==> src/rtl/sc_level_comparator.sv <==
// -----------------------------------------------------------------------------
// sc_level_comparator
//
// Game-progress responder for the Frogger general state machine. It watches
// the frog row and the car-collision flag, keeps the level and lives counters,
// and raises one of four events:
//   levelUp - the frog reached the goal row (held until acknowledged)
//   death   - the frog was hit and lives remain (held until acknowledged)
//   win     - the goal was reached on the last level (sticky)
//   lose    - the last life was lost (sticky)
//
// The general FSM consumes these events and answers with ack. A win or lose is
// left only through clear or reset. Every output comes straight from a flop.
// -----------------------------------------------------------------------------
module sc_level_comparator #(
    parameter int ROW_WIDTH   = 3,  // width of the frog row bus
    parameter int GOAL_ROW    = 0,  // row index that completes a level
    parameter int LEVEL_WIDTH = 2,  // width of the level counter
    parameter int MAX_LEVEL   = 3,  // last level; goal reached here is a win
    parameter int LIVES_WIDTH = 2,  // width of the lives counter
    parameter int LIVES_INIT  = 3   // lives after reset or clear, at least 1
) (
    input  logic                   SC_LEVELCOMPARATOR_CLOCK_50,
    input  logic                   SC_LEVELCOMPARATOR_RESET_InLow,
    input  logic                   SC_LEVELCOMPARATOR_clear_InLow,
    input  logic [ROW_WIDTH-1:0]   SC_LEVELCOMPARATOR_frogRow_InBUS,
    input  logic                   SC_LEVELCOMPARATOR_collision_InHigh,
    input  logic                   SC_LEVELCOMPARATOR_ack_InHigh,
    output logic                   SC_LEVELCOMPARATOR_levelUp_OutHigh,
    output logic                   SC_LEVELCOMPARATOR_death_OutHigh,
    output logic                   SC_LEVELCOMPARATOR_win_OutHigh,
    output logic                   SC_LEVELCOMPARATOR_lose_OutHigh,
    output logic [LEVEL_WIDTH-1:0] SC_LEVELCOMPARATOR_level_OutBUS,
    output logic [LIVES_WIDTH-1:0] SC_LEVELCOMPARATOR_lives_OutBUS
);

    // -------------------------------------------------------------------------
    // Constants sized to the buses they are compared against
    // -------------------------------------------------------------------------
    localparam logic [ROW_WIDTH-1:0]   GOAL_ROW_C   = ROW_WIDTH'(GOAL_ROW);
    localparam logic [LEVEL_WIDTH-1:0] MAX_LEVEL_C  = LEVEL_WIDTH'(MAX_LEVEL);
    localparam logic [LEVEL_WIDTH-1:0] LEVEL_ONE_C  = LEVEL_WIDTH'(1);
    localparam logic [LIVES_WIDTH-1:0] LIVES_INIT_C = LIVES_WIDTH'(LIVES_INIT);
    localparam logic [LIVES_WIDTH-1:0] LIVES_ONE_C  = LIVES_WIDTH'(1);

    // -------------------------------------------------------------------------
    // Game state
    //   RUN        - waiting for a collision or a fresh goal arrival
    //   LEVEL_REQ  - level-up requested, waiting for ack
    //   DEATH_REQ  - life lost, waiting for ack
    //   WIN / LOSE - terminal until clear or reset
    // -------------------------------------------------------------------------
    typedef enum logic [2:0] {
        RUN       = 3'd0,
        LEVEL_REQ = 3'd1,
        DEATH_REQ = 3'd2,
        WIN       = 3'd3,
        LOSE      = 3'd4
    } state_e;

    state_e                 state_q,  state_d;
    logic [LEVEL_WIDTH-1:0] level_q,  level_d;
    logic [LIVES_WIDTH-1:0] lives_q,  lives_d;
    logic                   at_goal_prev_q;

    // Registered event flags, decoded from the next state so each output is a flop.
    logic                   level_up_q;
    logic                   death_q;
    logic                   win_q;
    logic                   lose_q;

    // Reset and clear do the same thing; reset is listed first only for clarity.
    logic                   init_req;
    logic                   at_goal;
    logic                   goal_hit;

    assign init_req = ~SC_LEVELCOMPARATOR_RESET_InLow | ~SC_LEVELCOMPARATOR_clear_InLow;

    // The frog counts as arriving only on the cycle it enters the goal row, so
    // sitting on the goal (including across reset or clear) never re-fires.
    assign at_goal  = (SC_LEVELCOMPARATOR_frogRow_InBUS == GOAL_ROW_C);
    assign goal_hit = at_goal & ~at_goal_prev_q;

    // Next-state and counter update logic.
    always_comb begin
        // NOTE: every signal written here gets a default first so no path
        // leaves one unassigned, which would otherwise infer a latch.
        state_d = state_q;
        level_d = level_q;
        lives_d = lives_q;

        unique case (state_q)
            RUN: begin
                // A collision wins over a goal arrival in the same cycle.
                if (SC_LEVELCOMPARATOR_collision_InHigh) begin
                    if (lives_q <= LIVES_ONE_C) begin
                        // Last life gone; the guard on <= keeps lives from
                        // wrapping even if the counter were already at zero.
                        lives_d = '0;
                        state_d = LOSE;
                    end else begin
                        lives_d = lives_q - LIVES_ONE_C;
                        state_d = DEATH_REQ;
                    end
                end else if (goal_hit) begin
                    if (level_q >= MAX_LEVEL_C) begin
                        // Final level finished: the level saturates and the game is won.
                        state_d = WIN;
                    end else begin
                        level_d = level_q + LEVEL_ONE_C;
                        state_d = LEVEL_REQ;
                    end
                end
            end

            LEVEL_REQ, DEATH_REQ: begin
                // Hold the request, ignore play, release on ack.
                if (SC_LEVELCOMPARATOR_ack_InHigh) begin
                    state_d = RUN;
                end
            end

            WIN, LOSE: begin
                // Terminal: only clear or reset leaves these states.
                state_d = state_q;
            end

            default: begin
                state_d = RUN;
            end
        endcase
    end

    // State, counters and the goal-edge history register.
    always_ff @(posedge SC_LEVELCOMPARATOR_CLOCK_50) begin
        // NOTE: the reset is synchronous, so it lives inside the clocked block
        // and not in the sensitivity list; every assignment here is
        // non-blocking so all flops update together from pre-edge values.
        if (init_req) begin
            state_q        <= RUN;
            level_q        <= '0;
            lives_q        <= LIVES_INIT_C;
            at_goal_prev_q <= 1'b1;
        end else begin
            state_q        <= state_d;
            level_q        <= level_d;
            lives_q        <= lives_d;
            at_goal_prev_q <= at_goal;
        end
    end

    // Event output flops, one-hot by construction because they decode a single next state.
    always_ff @(posedge SC_LEVELCOMPARATOR_CLOCK_50) begin
        if (init_req) begin
            level_up_q <= 1'b0;
            death_q    <= 1'b0;
            win_q      <= 1'b0;
            lose_q     <= 1'b0;
        end else begin
            level_up_q <= (state_d == LEVEL_REQ);
            death_q    <= (state_d == DEATH_REQ);
            win_q      <= (state_d == WIN);
            lose_q     <= (state_d == LOSE);
        end
    end

    // -------------------------------------------------------------------------
    // Outputs
    // -------------------------------------------------------------------------
    assign SC_LEVELCOMPARATOR_levelUp_OutHigh = level_up_q;
    assign SC_LEVELCOMPARATOR_death_OutHigh   = death_q;
    assign SC_LEVELCOMPARATOR_win_OutHigh     = win_q;
    assign SC_LEVELCOMPARATOR_lose_OutHigh    = lose_q;
    assign SC_LEVELCOMPARATOR_level_OutBUS    = level_q;
    assign SC_LEVELCOMPARATOR_lives_OutBUS    = lives_q;

endmodule

==> config.mk <==
export PLATFORM = sky130hd
export DESIGN_NAME = sc_level_comparator
export DESIGN_NICKNAME = d
export VERILOG_FILES = /design/src/rtl/sc_level_comparator.sv
export SDC_FILE = /design/constraint.sdc
export NUM_CORES = 1
export LEC_CHECK = 0
export ABC_CLOCK_PERIOD_IN_PS = 1500
export CORE_AREA = 2 2 39 41
export DETAILED_ROUTE_END_ITERATION = 8
export DIE_AREA = 0 0 41 43
export PLACE_DENSITY = 0.66
export RECOVER_POWER = 100
export SYNTH_ARGS = -nofsm -noshare
export SYNTH_HDL_FRONTEND = slang
export SYNTH_SLANG_ARGS = --single-unit
==> constraint.sdc <==
create_clock -name SC_LEVELCOMPARATOR_CLOCK_50 -period 1.5 [get_ports SC_LEVELCOMPARATOR_CLOCK_50]
set_input_delay 0.3 -clock SC_LEVELCOMPARATOR_CLOCK_50 [delete_from_list [all_inputs] [get_ports SC_LEVELCOMPARATOR_CLOCK_50]]
set_output_delay 0.3 -clock SC_LEVELCOMPARATOR_CLOCK_50 [all_outputs]
set_load 0.02 [all_outputs]
# Word-level counts from Yosys, hierarchy flattened
# Cells that the tools add are included.
[totals] out_inout_bits=8 reg_bits=12 word_cells=40 in_bits=8
[op_classes] n_reduce_logical=6 muxes=7 addsub=2 bitwise_logic=7 n_lt_le_gt_ge=2 n_eq_ne=8
[ops] operator="$eq 3x2->1 const B" count=4
[ops] operator="$mux 3" count=4
[ops] operator="$pmux 3 s3" count=1
[ops] operator="$eq 3x1->1 const B" count=2
[ops] operator="$eq 3x3->1 const B" count=2
[ops] operator="$logic_not 3->1" count=2
[ops] operator="$not 1->1" count=5
[ops] operator="$mux 2" count=2
[ops] operator="$reduce_and 4->1" count=1
[ops] operator="$reduce_or 2->1" count=2
[ops] operator="$add 2x1->2 const B" count=1
[ops] operator="$ge 2x2->1 const B" count=1
[ops] operator="$le 2x1->1 const B" count=1
[ops] operator="$reduce_and 2->1" count=1
[ops] operator="$sub 2x1->2 const B" count=1
[ops] operator="$and 1x1->1" count=1
[ops] operator="$or 1x1->1" count=1

# Longest topological paths before layout
[depth] word_depth=6 ltp_mapped=4 ltp_nobuf=4

# Worst setup path after synthesis
# Ideal clock, no wire load.
[synth_timing] path_kind="register -> register" start="register level_q[0], in the netlist SC_LEVELCOMPARATOR_level_OutBUS[0]" end="register level_up_q, in the netlist SC_LEVELCOMPARATOR_levelUp_OutHigh" required_time_ps=1385 arrival_time_ps=1085 setup_slack_ps=300 synth_period_minus_slack_ps=1200 path_stages_with_launch=5 setup_time_ps=115 n_path_buf=0 path_cell_list="dfxtp_1 -> ha_1 -> mux2i_1 -> o211a_1 -> and2_1"
[synth_via] elab_chain_len=6
[synth_lines] item="start, declared" line="62" rtl="logic [LEVEL_WIDTH-1:0] level_q, level_d;"
[synth_lines] item="start signal, assigned" line="146" rtl="level_q <= level_d;"
[synth_lines] item="$ge 2x2->1" line="106" rtl="if (level_q >= MAX_LEVEL_C) begin"
[synth_lines] item="$mux 2" line="106"
[synth_lines] item="$mux 3" line="105" rtl="end else if (goal_hit) begin"
[synth_lines] item="$mux 3" line="95" rtl="if (SC_LEVELCOMPARATOR_collision_InHigh) begin"
[synth_lines] item="$pmux 3 s3" line="92" rtl="unique case (state_q)"
[synth_lines] item="$eq 3x1->1" line="160" rtl="level_up_q <= (state_d == LEVEL_REQ);"
[synth_lines] item="end signal, assigned" line="160"
[synth_lines] item="end, declared" line="67" rtl="logic level_up_q;"
# Every way passes these cells.
# A chain may end at the register's enable or synchronous reset.

# Worst setup path in the final report
[layout_timing] start="register death_q, in the netlist SC_LEVELCOMPARATOR_death_OutHigh" end="output SC_LEVELCOMPARATOR_death_OutHigh"
[layout_rtl] item="start, declared" line="68" rtl="logic death_q;"
[layout_rtl] item="start signal, assigned" line="161" rtl="death_q <= (state_d == DEATH_REQ);"
[layout_rtl] item="end, declared" line="30" rtl="output logic SC_LEVELCOMPARATOR_death_OutHigh,"
# No word-level cell between the ends.

==> impl_results.md <==
* Worst-margin pin slew at 0.447 ns
* CP endpoint kind: output port
* Clk root buf: clkbuf_4
* Max-Cap Viols at 0
* H-Tree Depth at 1
* Final worst slack at 0.0235 ns
* Wire per inst at 12.0 um
* Drt pass-1 iters at 6
* N_diodes at 0
* Syn. warnings at 0
* CP cell instances: clkdlybuf4s50_1
* Sequential share of the synthesized area at 49.1%
* Post-synth cell types at 22
* Leak Pwr at 0.293 nW
* Mean Syn Cell Area at 9.78 um2
* Crit path buf inv count at 1
* Number of synthesized register bits at 12
* Worst Path Required at 1.20 ns
* Clk_skew at 0.00511 ns
* Syn Nets at 59
* CP Launch Type: flip-flop
* Max-slew violation count at 0
* Port Buf Inserts at 15
* Status: finished clean
* Antenna violations before repair at 0
* HPWL Detailed at 757 um
* Power per standard cell area at 926 mW/mm2
* Clk slew on worst S/H paths at 0.08 ns
* Finished Layout Cells at 91
* Synthesis-to-finish area growth at 46.8%
* Num rows at 14
* Gpl congestion at 0.748
* CP Max Fanout at 1
* HP Class: reg -> reg
* DRT Wirelength at 1090 um
* Max IR drop VDD at 0.000511 V
* Slew headroom at 70.0%
* Global Route Usage Sum at 13.2%
* Placed Cells at 86
* Total chip power at 0.000665 W
* Largest net degree at the start of global routing at 8
* Clk Latency, worst-skew pair at 0.28 ns
* Share of layout cells above drive strength 1 at 21.3%
* Final Cell Area at 718 um2
* Final Critical Period at 1.48 ns
* Mapped Area at 489 um2
* Die Ht at 43 um
* Initial Utilization at 35.4%
* I/O pin count at 16
* Drt via density at 5.01
* Clock sink total at 12
* Crit-path slowest cell: clkdlybuf4s50_1
* DR DRC count at 0
* Total number of vias at 456
* Worst stage delay on the critical path at 0.59 ns
* Delay-heaviest family, CP: buffers and inverters
* Inserted Clock Buffers at 3
* # hold bufs at CTS at 0
* WHS at 0.518 ns
* Critical path class: reg -> out
* Die X at 41 um
* Global-route wire length before repair at 1540 um
* Final Hold Fails at 0
* Final setup fails at 0
* # fillers at 141
* Drt initial violations at 10
* Crit share post-route at 98.4%
* CTS tree: built
* Die area at 0.00176 mm2
* Core region area at 0.00138 mm2
* Vias in the first global route at 390
* Final Net Count at 85
* Area after DPL at 697 um2
* Setup WS pre-CTS at -0.183 ns
* Achievable Freq at 677 MHz
* Critical Path AT at 1.18 ns
* Routed Antenna Nets at 0
* GRT overflow at 0
* Longest Clk Path Bufs at 2
* Cells after Synth at 50
-- placed cells by master, fill, tap and decap left out --
| master | Yosys | final |
|---|---|---|
| dlygate4sd3_1 | 0 | 1 |
| nand3_2 | 0 | 1 |
| nand3_1 | 3 | 2 |
| nand4b_1 | 1 | 1 |
| clkbuf_8 | 0 | 1 |
| nor3_2 | 2 | 2 |
| dfxtp_1 | 12 | 12 |
| and2_1 | 1 | 1 |
| xor2_1 | 1 | 1 |
| o211ai_1 | 2 | 2 |
| dlygate4sd2_1 | 0 | 4 |
| nand2_1 | 2 | 2 |
| nor3_1 | 1 | 1 |
| nor2b_1 | 2 | 1 |
| clkbuf_4 | 0 | 4 |
| nand2b_1 | 1 | 1 |
| o211a_1 | 1 | 1 |
| a211o_1 | 1 | 1 |
| clkbuf_1 | 0 | 3 |
| nor2_1 | 7 | 7 |
| ha_1 | 1 | 1 |
| nor4_1 | 2 | 3 |
| or2_2 | 1 | 1 |
| mux2i_1 | 2 | 2 |
| inv_1 | 2 | 2 |
| nor2b_2 | 0 | 1 |
| o21ai_0 | 3 | 3 |
| buf_4 | 0 | 5 |
| clkdlybuf4s50_1 | 0 | 7 |
| a211oi_2 | 1 | 1 |
-- cell families after synthesis --
group	share of synthesized area (%)
compound gates	12.5
buf+inv	1.54
simple gates	28.4
mux	4.09
flops	49.1
fa+ha+maj	2.56
xor+xnor	1.79
-- power breakdown --
part	switching (W)	leakage, nW	internal [W]
registers	0.00000598	0.0975	0.000325
logic	0.0000330	0.175	0.0000393
clock network	0.000113	0.0210	0.000148
-- per-stage QoR --
step,util (%),TNS (ns)
floorplan,-,0
global placement,50.4,-0.865
detailed placement,50.4,-0.861
CTS,52.6,0
global route,51.9,-0.00944
finish,51.9,0
-- flip-flops by register name, indices dropped and copies added (netlist names) --
signal                              flops
SC_LEVELCOMPARATOR_levelUp_OutHigh      1
state_q                                 3
at_goal_prev_q                          1
SC_LEVELCOMPARATOR_win_OutHigh          1
SC_LEVELCOMPARATOR_level_OutBUS         2
SC_LEVELCOMPARATOR_lives_OutBUS         2
SC_LEVELCOMPARATOR_lose_OutHigh         1
SC_LEVELCOMPARATOR_death_OutHigh        1
-- Yosys cell counts, drive strengths merged --
cell type | n | area (um2)
nor3 | 3 | 25.0
nand2 | 2 | 7.51
mux2i | 2 | 20.0
nor4 | 3 | 25.0
dfxtp | 12 | 240
ha | 1 | 12.5
inv | 2 | 7.51
and2 | 1 | 6.26
a211oi | 1 | 12.5
o211ai | 2 | 15.0
nand4b | 1 | 8.76
o211a | 1 | 10.0
nand2b | 1 | 6.26
or2 | 1 | 6.26
a211o | 1 | 8.76
nor2b | 2 | 12.5
nor2 | 7 | 26.3
nand3 | 3 | 15.0
xor2 | 1 | 8.76
o21ai | 3 | 15.0
-- layer usage --
layer	part of all wire (%)	up-vias	track usage (%)
li1	-	229	-
met1	43	206	16.2
met2	45	16	18.8
met3	7.4	5	3.14
met4	3.8	0	10.0
met5	0	-	0
-- path summary, 6_finish.rpt --
path / cells after the start / slack [ns] / to / startpoint
worst min register to register: 1 / 0.52 / SC_LEVELCOMPARATOR_lives_OutBUS[0] / SC_LEVELCOMPARATOR_lives_OutBUS[0]
worst max-delay path: 1 / 0.02 / SC_LEVELCOMPARATOR_death_OutHigh / SC_LEVELCOMPARATOR_death_OutHigh
worst min-delay path: 1 / 0.52 / SC_LEVELCOMPARATOR_lives_OutBUS[0] / SC_LEVELCOMPARATOR_lives_OutBUS[0]
worst max register to register: 4 / 0.06 / SC_LEVELCOMPARATOR_levelUp_OutHigh / state_q[1]
-- area by class of cell --
class | count | area, um2 | share of cell area [%]
repair buffers | 21 | 171 | 23.9
inverters | 2 | 7.51 | 1.05
multi-input cells | 36 | 243 | 33.8
well taps | 16 | 20.0 | 2.79
clock buffers | 4 | 36.3 | 5.05
flip-flops and latches | 12 | 240 | 33.4
-- what timing repair did --
item | CTS | global route
gates resized for setup | 4 | 6
setup buffers | 0 | 1
pin swaps | 0 | 1
endpoints found under the setup margin | 4 | 4
(Power assumes the default switching activity.)
